<file path="src/rtl/link_rx_fifo.sv">
// Receiver stage: 4-phase req/ack byte intake into a small FWFT FIFO with a
// valid/ready consumer side, plus link statistics (last byte, count, checksum).
module link_rx_fifo #(
   parameter int DATA_W = 8,
   parameter int DEPTH  = 4
) (
   input  logic              clk,
   input  logic              rst,
   input  logic              req,
   input  logic [DATA_W-1:0] in_data,
   output logic              ack,
   output logic [DATA_W-1:0] out_data,
   output logic              out_valid,
   input  logic              out_ready,
   output logic              full,
   output logic              empty,
   output logic [DATA_W-1:0] last_byte,
   output logic [7:0]        byte_count,
   output logic [7:0]        checksum
);

   localparam int AW = $clog2(DEPTH);
   localparam logic [AW:0] OCC_FULL = (AW+1)'(DEPTH);

   typedef enum logic {S_IDLE, S_ACK} state_t;

   state_t            state;
   state_t            state_nxt;
   logic              accept;
   logic              pop;
   logic [AW-1:0]     wr_ptr;
   logic [AW-1:0]     rd_ptr;
   logic [AW:0]       occ;
   logic [DATA_W-1:0] mem [DEPTH];

   function automatic logic [7:0] low_byte(input logic [DATA_W-1:0] d);
      return 8'(d);
   endfunction

   always_ff @(posedge clk or posedge rst) begin
      if (rst) state <= S_IDLE;
      else     state <= state_nxt;
   end

   // Full is judged on the current occupancy, so a same-cycle pop never
   // makes room for an accept until the following edge.
   always_comb begin
      state_nxt = state;
      case (state)
         S_IDLE: if (req && !full) state_nxt = S_ACK;
         S_ACK:  if (!req)         state_nxt = S_IDLE;
      endcase
   end

   always_comb begin
      ack    = (state == S_ACK);
      accept = (state == S_IDLE) && req && !full;
   end

   assign full      = (occ == OCC_FULL);
   assign empty     = (occ == '0);
   assign out_valid = !empty;
   assign pop       = out_valid && out_ready;
   assign out_data  = mem[rd_ptr];

   always_ff @(posedge clk or posedge rst) begin
      if (rst) begin
         wr_ptr <= '0;
         rd_ptr <= '0;
         occ    <= '0;
      end else begin
         if (accept) wr_ptr <= wr_ptr + AW'(1);
         if (pop)    rd_ptr <= rd_ptr + AW'(1);
         case ({accept, pop})
            2'b10:   occ <= occ + (AW+1)'(1);
            2'b01:   occ <= occ - (AW+1)'(1);
            default: occ <= occ;
         endcase
      end
   end

   always_ff @(posedge clk) begin
      if (accept) mem[wr_ptr] <= in_data;
   end

   always_ff @(posedge clk or posedge rst) begin
      if (rst) begin
         last_byte  <= '0;
         byte_count <= '0;
         checksum   <= '0;
      end else if (accept) begin
         last_byte  <= in_data;
         byte_count <= byte_count + 8'd1;
         checksum   <= checksum + low_byte(in_data);
      end
   end

endmodule
</file>
<file path="config.mk">
export PLATFORM = sky130hd
export DESIGN_NAME = link_rx_fifo
export DESIGN_NICKNAME = d
export VERILOG_FILES = /design/src/rtl/link_rx_fifo.sv
export SDC_FILE = /design/constraint.sdc
export NUM_CORES = 1
export LEC_CHECK = 0
export ABC_AREA = 1
export CORE_AREA = 4 4 61 90
export CTS_CLUSTER_DIAMETER = 50
export CTS_CLUSTER_SIZE = 14
export DETAILED_ROUTE_END_ITERATION = 12
export DIE_AREA = 0 0 65 94
export DONT_BUFFER_PORTS = 1
export GPL_TIMING_DRIVEN = 0
export PLACE_DENSITY_LB_ADDON = 0.1
export SYNTH_ARGS = -nofsm -noshare
export SYNTH_HDL_FRONTEND = slang
export SYNTH_SLANG_ARGS = --single-unit
</file>
<file path="constraint.sdc">
create_clock -name clk -period 5 [get_ports clk]
set_input_delay 1 -clock clk [delete_from_list [all_inputs] [get_ports clk]]
set_output_delay 1 -clock clk [all_outputs]
set_load 0.05 [all_outputs]
</file>
After elaboration in Yosys (flattened, before gate mapping)
Memory sizes are Yosys's and may differ from the RTL's.
Index checks and enable logic that the tools add are counted.
{ "totals": {"ff_bits": 32, "ramBits": 32, "elab_cells": 32, "memories": 1} }
{ "classes": {"addsub": 6, "n_eq_ne": 3, "mux": 6, "bitwise_logic": 1, "n_reduce_logical": 8} }
{ "mem_list": {"columns": ["name", "depth", "word_bits", "read_ports", "rd_ports_with_merged_regs", "write_ports", "line", "source"], "rows": [
  ["mem", 4, 8, 1, 0, 1, "34", "logic [DATA_W-1:0] mem [DEPTH];"]
]} }
{ "ops": {"columns": ["operator", "n"], "rows": [
  ["$add 8x1->8 const B", 1],
  ["$add 8x8->8", 1],
  ["$pmux 3 s2", 1],
  ["$add 2x1->2 const B", 2],
  ["$logic_and 1x1->1", 4],
  ["$mux 1", 4],
  ["$add 3x1->3 const B", 1],
  ["$eq 3x3->1 const B", 1],
  ["$logic_not 3->1", 1],
  ["$sub 3x1->3 const B", 1],
  ["$eq 2x1->1 const B", 1],
  ["$eq 2x2->1 const B", 1],
  ["$logic_not 1->1", 2],
  ["$pmux 1 s2", 1],
  ["$reduce_bool 2->1", 1],
  ["$not 1->1", 1]
]} }

Depth between registers and ports, before layout
Gate-level depths: netlist (run 1).
{ "depth": {"depth_word": 5, "mapped_depth": 10, "ltp_nobuf": 9} }

Least setup slack after synthesis (run 1)
No wires, ideal clock.
{ "synth_path": {"kind": "reg2out", "startpoint": "register rd_ptr[0]", "endpoint": "output out_data[5]", "t_arrival_ns": 1.637, "slack_ns": 2.363, "path_stages_with_launch": 6, "n_path_buf": 2, "cell_sequence": "dfrtp_1 buf_2 inv_1 buf_2 o21ai_0 o22ai_1"} }
{ "synth_via": {"elab_chain_len": 1} }
{ "synth_rtl": {"columns": ["item", "line", "source"], "rows": [
  ["start: declaration", "32", "logic [AW-1:0] rd_ptr;"],
  ["start signal: assignment", "73", "if (pop) rd_ptr <= rd_ptr + AW'(1);"],
  ["$mem_v2 4x8", null, null],
  ["end: declaration", "12", "output logic [DATA_W-1:0] out_data,"]
]} }
Every way passes these cells.

Worst setup path after layout (run 1)
{ "layout_path": {"startpoint": "register rd_ptr[0]", "endpoint": "output out_data[6]"} }
Same word-level chain as after synthesis.

==> results of run 1 <==
## registers in the layout (all words and copies together), names as in the netlist
signal and count:
rd_ptr 2, occ 3, ack 1, wr_ptr 2
checksum 8, last_byte 8, mem 32, byte_count 8
## worst paths after layout
check	depth (start not counted)	startpoint	to
min in group asynchronous	1	rst	ack
hold / removal	1	occ[0]	occ[0]
hold reg to reg	1	occ[0]	occ[0]
max in group asynchronous	1	rst	last_byte[0]
setup reg to reg	6	occ[2]	occ[1]
setup / recovery	5	rd_ptr[0]	out_data[6]
## worst register-to-register path, cell delays in order (launching register included)
cell and delay (ns):
dfrtp_1 0.43, nor3_2 0.78, nor2_1 0.22, ha_1 0.25
inv_1 0.09, fa_1 0.41, o21ai_0 0.15
## metrics by stage
step	std cells	cell area, sq um	setup slack, ns	hold WS [ns]	utilization, %
floorplan	290	2960	2.36	0.503	-
global placement	356	3040	2.10	0.522	63.8
detailed placement	356	3040	2.11	0.525	63.8
CTS	372	3290	1.74	0.536	68.9
global route	372	3290	1.59	0.561	68.9
finish	372	3290	1.77	0.529	68.9
## cells in the final DEF, fill, tap and decap left out, drive strengths merged
cell,n
dfrtp,32
nand2,81
o21ai,22
clkinv,4
a21oi,4
inv,30
edfxtp,32
or2,1
ha,13
nor3,3
xor2,9
bufinv,3
nand3,9
clkbuf,9
nand3b,2
o22ai,8
fa,2
buf,7
nor2,29
xnor2,6
## metal layers
layer | up-vias | global-route usage [%] | wire length (um)
met1 | 902 | 22.6 | 2350
met4 | 0 | 7.76 | 69
met5 | - | 0 | 0
li1 | 966 | - | -
met3 | 8 | 6.83 | 381
met2 | 44 | 33.7 | 2830
## kinds of logic after synthesis
family	Yosys count
buf+inv	37
flops	64
simple gates	125
compound gates	34
xor+xnor	15
fa+ha+maj	15
## layout make-up
| cell class | instances | area [sq um] |
|---|---|---|
| Sequential cell | 64 | 1760 |
| Fill cell | 390 | 1480 |
| Multi-Input combinational cell | 189 | 1040 |
| Clock buffer | 9 | 124 |
| Clock inverter | 7 | 120 |
| Inverter | 30 | 115 |
| Tap cell | 66 | 82.6 |
| Buffer | 7 | 43.8 |
==> flow_metrics.env, run 1 <==
export IMPL_root_buffer="clkbuf_8"
export IMPL_core_area_sq_mm=0.00477
export IMPL_ant_nets=0
export IMPL_cts_num_sinks=64
export IMPL_synthXorXnorAreaFrac_pct=4.44
export IMPL_critPathArrivalTime_ns=2.23
export IMPL_grt_util_all_layers_pct=19.8
export IMPL_grt_max_degree=33
export IMPL_synth_compound_area_share_pct=6.08
export IMPL_port_buffers=0
export IMPL_dr_pass1_iters=4
export IMPL_synthSimpleGateAreaFrac_pct=17.8
export IMPL_hold_violations=0
export IMPL_cts_setup_buffers=0
export IMPL_dp_hpwl_um=3880
export IMPL_post_drt_wl_per_cell_um=15.1
export IMPL_fmax_ghz=0.310
export IMPL_fp_row_count=31
export IMPL_hold_buffers=0
export IMPL_cts_tree="built"
export IMPL_path_clk_slew_ns=0.07
export IMPL_r2r_slack_ns=2.60
export IMPL_clkLatencyLatePin_ns=0.33
export IMPL_cts_buffers=9
export IMPL_drt_iter0_markers=78
export IMPL_relSlewSlack_pct=19.8
export IMPL_outcome="complete, no violations"
export IMPL_drcViolationCount=0
export IMPL_min_path_type="flip-flop to flip-flop"
export IMPL_finalSetupViolCount=0
export IMPL_die_x_um=65
export IMPL_htreeDepth=3
export IMPL_synth_top_flop_cell="edfxtp_1"
export IMPL_drive_above_1_share_pct=10.5
export IMPL_yosys_register_bits=64
export IMPL_num_antenna_cells=0
export IMPL_fin_setup_tns_ns=0
export IMPL_cp_required_ns=4.00
export IMPL_synth_nets=317
export IMPL_crit_slowest_cell="o22ai_1"
export IMPL_path_max_fanout=10
export IMPL_synth_warning_count=0
export IMPL_fin_skew_ns=0.00717
export IMPL_yosysMostFrequentCell="nand2_1"
export IMPL_gp_congestion=0.872
export IMPL_viasPerCell=5.16
export IMPL_crit_path_end_kind="output port"
export IMPL_path_class="flip-flop to output port"
export IMPL_slowest_delay_ns=0.82
export IMPL_cts_buffer_depth=2
export IMPL_cpMostUsedCell="buf_2"
export IMPL_synthAdderAreaFrac_pct=6.84
export IMPL_synth_common_cells="nand2_1, dfrtp_1, edfxtp_1"
export IMPL_start_util_pct=62.1
export IMPL_rsz0062_at_grt="no"
export IMPL_synth_area_leaders="edfxtp_1, dfrtp_1, nand2_1"
export IMPL_crit_chain="buf_2 > inv_1 > buf_2 > o21ai_0 > o22ai_1"
export IMPL_finalCritPeriodShare_pct=64.5
export IMPL_grt_ovfl_total=0
export IMPL_io_pins=48
export IMPL_critPathLaunchType="flip-flop"
export IMPL_grt_pass1_wl_um=8930
export IMPL_netlist_instances=290
export IMPL_worst_slew_pin_slew_ns=1.20
export IMPL_area_delta_synth_final_pct=11.0
export IMPL_first_global_vias=1948
export IMPL_synth_largest_area_cell="edfxtp_1"
export IMPL_yosysTopAreaCellShare_pct=32.4
export IMPL_finalMaxSlewViolations=0
export IMPL_netlist_area_sq_mm=0.00296
export IMPL_synth_top_family_by_area="simple AND/OR/NAND/NOR gates"
export IMPL_critical_path_top_delay_family="compound AO/OA/AOI/OAI gates"
export IMPL_ys_seq_area_share_pct=59.5
export IMPL_fin_crit_ns=3.23
export IMPL_wirelength_um=5630
export IMPL_synth_area_mux_share_pct=0
export IMPL_synth_edf_count=32
export IMPL_synth_cell_types=27
export IMPL_cp_buffers_inverters=3
export IMPL_maxCapViolations=0
export IMPL_avgSynthCellArea_sq_um=10.2
export IMPL_nNetsFinal=328
export IMPL_vias=1920
export IMPL_die_height_um=94
export IMPL_post_cts_resized=0
export IMPL_die_area_sq_mm=0.00611
export IMPL_async_flop_share_pct=50.0
export IMPL_antenna_found_initial=0
Power of run 1 is not shown: default switching activity piles up to over one toggle a cycle in this logic, so the estimate is an artifact.
==> run 2: changes to the inputs <==
- CORE_AREA: 4 4 61 90 -> 4 4 62 92
- DIE_AREA: 0 0 65 94 -> 0 0 66 96
- clock period: 5 -> 3.3 ns (I/O delays scaled with it)
==> flow_metrics.env, run 2 (synthesis results as in run 1) <==
export IMPL_area_delta_synth_final_pct=10.9
export IMPL_htreeDepth=3
export IMPL_post_drt_wl_per_cell_um=15.2
export IMPL_cts_tree="built"
export IMPL_io_pins=48
export IMPL_grt_max_degree=33
export IMPL_final_cell_mix="nand2_1, dfrtp_1, edfxtp_1"
export IMPL_critPathLaunchType="flip-flop"
export IMPL_r2r_end="occ[1]"
export IMPL_fin_crit_ns=2.90
export IMPL_finalCritPeriodShare_pct=87.8
export IMPL_finalMaxSlewViolations=0
export IMPL_fp_row_count=31
export IMPL_cp_required_ns=2.64
export IMPL_dp_hpwl_um=3930
export IMPL_worst_slew_pin_slew_ns=1.11
export IMPL_hold_violations=0
export IMPL_m1WireLength_um=2340
export IMPL_root_buffer="clkbuf_8"
export IMPL_fin_setup_tns_ns=0
export IMPL_top_register="mem"
export IMPL_dr_pass1_iters=4
export IMPL_die_height_um=96
export IMPL_min_path_type="input port to async pin"
export IMPL_largest_register_ffs=32
export IMPL_vias=1921
export IMPL_grt_util_all_layers_pct=19.8
export IMPL_route_met3_wl_um=267
export IMPL_rsz0062_at_grt="no"
export IMPL_crit_path_end_kind="output port"
export IMPL_gp_congestion=0.844
export IMPL_viasPerCell=5.15
export IMPL_r2r_start="occ[2]"
export IMPL_fmax_ghz=0.345
export IMPL_nNetsFinal=329
export IMPL_wirelength_um=5660
export IMPL_finalSetupViolCount=0
export IMPL_drcViolationCount=0
export IMPL_cts_num_sinks=64
export IMPL_outcome="complete, no violations"
export IMPL_num_fill_cells=368
export IMPL_cp_startpoint="rd_ptr[0]"
export IMPL_path_max_fanout=10
export IMPL_r2r_slack_ns=0.89
export IMPL_fin_skew_ns=0.00555
export IMPL_die_area_sq_mm=0.00634
export IMPL_design_area_sq_mm=0.00328
export IMPL_grt_pass1_wl_um=9340
export IMPL_hold_buffers=0
export IMPL_antenna_found_initial=0
export IMPL_path_clk_slew_ns=0.07
export IMPL_dpl_cell_area_sq_mm=0.00304
export IMPL_post_cts_resized=0
export IMPL_first_global_vias=1929
export IMPL_highest_layer="met4"
export IMPL_dr_wl_met2_um=2960
export IMPL_drt_iter0_markers=129
export IMPL_port_buffers=0
export IMPL_maxCapViolations=0
export IMPL_relSlewSlack_pct=27.3
export IMPL_worst_r2r_path_depth=6
export IMPL_start_util_pct=61.1
export IMPL_die_x_um=66
export IMPL_layout_commonest_cell="nand2_1"
export IMPL_core_area_sq_mm=0.00485
export IMPL_num_antenna_cells=0
export IMPL_drive_above_1_share_pct=10.1
export IMPL_critPathArrivalTime_ns=2.24
export IMPL_cts_setup_buffers=0
export IMPL_cts_buffer_depth=2
export IMPL_clkLatencyLatePin_ns=0.33
export IMPL_cts_buffers=9
export IMPL_ant_nets=0
export IMPL_path_class="flip-flop to output port"
export IMPL_grt_ovfl_total=0
==> run 2: cell types whose count changed in the layout (fill, tap and decap cells not counted), sizes merged <==
cell / previous run / this run
buf: 7 / 8
clkbuf: 9 / 10
clkinvlp: 0 / 1
clkinv: 4 / 3
bufinv: 3 / 2
==> run 2: per-layer routing <==
metal | track usage (%) | up-vias
li1 | - | 971
met1 | 23.3 | 901
met2 | 34.6 | 42
met3 | 3.74 | 7
met4 | 9.66 | 0
met5 | 0 | -
==> run 2: worst max-delay path by stage <==
stage                             end  slack, ns
after floorplan           out_data[5]       1.00
after global placement    out_data[5]       0.75
after detailed placement  out_data[5]       0.75
after CTS                 out_data[5]       0.38
after global routing      out_data[5]       0.23
final                     out_data[5]       0.40
==> run 2: metrics by stage <==
stage	hold WS (ns)	worst slack, ns	std cells	utilization [%]
6_report	0.195	0.403	373	67.7
5_1_grt	0.210	0.235	373	67.7
4_1_cts	0.408	0.375	372	67.1
3_5_place_dp	0.525	0.747	356	62.8
3_3_place_gp	0.522	0.745	356	62.8
2_1_floorplan	0.503	1.00	290	-
==> run 2: cell type report <==
type	instances	area (sq um)	share of cell area (%)
Multi-Input combinational cell	189	1040	31.7
Tap cell	66	82.6	2.52
Clock buffer	10	128	3.89
Sequential cell	64	1760	53.7
Inverter	30	115	3.51
Buffer	7	43.8	1.33
Timing Repair Buffer	1	27.5	0.838
Clock inverter	6	83.8	2.55
==> run 2: worst max-delay path: stages, from the launching register on <==
cell	delay [ns]
dfrtp_1	0.35
buf_2	0.17
inv_1	0.18
buf_2	0.26
o21ai_0	0.10
o22ai_1	0.83
Power of run 2 is left out for the same reason.
==> run 3: changes to the inputs <==
- CORE_AREA: 4 4 62 92 -> 2 2 60 90
- DIE_AREA: 0 0 66 96 -> 0 0 62 92
==> flow_metrics.env, run 3 (synthesis results as in run 1) <==
export IMPL_ant_nets=0
export IMPL_core_area_sq_mm=0.00500
export IMPL_critPathLaunchType="flip-flop"
export IMPL_cts_buffer_depth=2
export IMPL_area_delta_synth_final_pct=9.04
export IMPL_cp_required_ns=2.64
export IMPL_critPathArrivalTime_ns=2.22
export IMPL_finalSetupViolCount=0
export IMPL_post_route_worst_setup_slack_ns=0.416
export IMPL_grt_util_all_layers_pct=21.0
export IMPL_grt_ovfl_total=0
export IMPL_vias=1931
export IMPL_maxCapViolations=0
export IMPL_top_register="mem"
export IMPL_start_util_pct=59.2
export IMPL_first_global_vias=1906
export IMPL_io_pins=48
export IMPL_fin_setup_tns_ns=0
export IMPL_finalCritPeriodShare_pct=87.4
export IMPL_layout_commonest_cell="nand2_1"
export IMPL_final_cell_mix="nand2_1, dfrtp_1, edfxtp_1"
export IMPL_cts_buffers=9
export IMPL_nNetsFinal=329
export IMPL_dp_hpwl_um=3820
export IMPL_viasPerCell=5.15
export IMPL_design_area_sq_mm=0.00323
export IMPL_root_buffer="clkbuf_8"
export IMPL_path_clk_slew_ns=0.07
export IMPL_die_x_um=62
export IMPL_die_area_sq_mm=0.00570
export IMPL_clkLatencyLatePin_ns=0.33
export IMPL_htreeDepth=3
export IMPL_fp_row_count=32
export IMPL_worst_r2r_path_depth=6
export IMPL_fin_crit_ns=2.88
export IMPL_drive_above_1_share_pct=10.1
export IMPL_relSlewSlack_pct=27.4
export IMPL_crit_path_end_kind="output port"
export IMPL_path_class="flip-flop to output port"
export IMPL_largest_register_ffs=32
export IMPL_num_antenna_cells=0
export IMPL_post_cts_resized=0
export IMPL_hold_violations=0
export IMPL_pre_cts_slack_ns=0.748
export IMPL_rsz0062_at_grt="no"
export IMPL_wirelength_um=5420
export IMPL_grt_max_degree=33
export IMPL_dr_pass1_iters=4
export IMPL_port_buffers=0
export IMPL_path_max_fanout=10
export IMPL_finalMaxSlewViolations=0
export IMPL_hold_buffers=0
export IMPL_post_drt_wl_per_cell_um=14.4
export IMPL_min_path_type="input port to async pin"
export IMPL_fin_skew_ns=0.00506
export IMPL_cts_setup_buffers=0
export IMPL_worst_slew_pin_slew_ns=1.10
export IMPL_grt_pass1_wl_um=8650
export IMPL_antenna_found_initial=0
export IMPL_drcViolationCount=0
export IMPL_cts_num_sinks=64
export IMPL_drt_iter0_markers=72
export IMPL_dpl_cell_area_sq_mm=0.00305
export IMPL_fmax_ghz=0.347
export IMPL_outcome="complete, no violations"
export IMPL_gp_congestion=0.779
export IMPL_cts_tree="built"
export IMPL_die_height_um=92
## run 3: cell count changes in the layout (fill, tap and decap cells not counted), sizes merged
cell	delta
clkbuf	-1
inv	-1
bufinv	-2
clkinv	+2
clkinvlp	+2
## run 3: final cells by class
class	instances	area (sq um)
fill	418	1780
multi-input combinational	189	1040
sequential	64	1760
clock buffer	9	124
inverter	30	115
buffer	7	43.8
timing repair buffer	1	20.0
tap	68	85.1
clock inverter	7	38.8
## run 3: per-layer routing
metal / vias up / track usage [%] / routed length (um)
li1: 969 / - / -
met1: 910 / 25.0 / 2220
met2: 43 / 33.9 / 2780
met3: 9 / 5.92 / 327
met4: 0 / 9.57 / 84
met5: - / 0 / 0
## run 3: path summary, 6_finish.rpt
check                           start           to  slack [ns]
hold reg to reg                occ[0]       occ[0]        0.54
min in group clk           in_data[3]    mem[3][3]        0.43
max in group asynchronous         rst  checksum[7]        2.77
hold / removal                    rst          ack        0.12
setup reg to reg               occ[2]       occ[1]        0.89
setup / recovery            rd_ptr[0]  out_data[5]        0.42
## run 3: critical path, cell delays in order, from the launching register on
cell and delay [ns]:
dfrtp_1 0.36, buf_2 0.17, inv_1 0.19, buf_2 0.26, o21ai_0 0.11, o22ai_1 0.81
## run 3: through the flow
stage               hold WS [ns]  cells  utilization (%)
floorplan                  0.503    290                -
global placement           0.520    358             60.9
detailed placement         0.532    358             60.9
CTS                        0.411    374             64.1
global route               0.120    375             64.5
finish                     0.121    375             64.5
Power of run 3 is left out for the same reason.
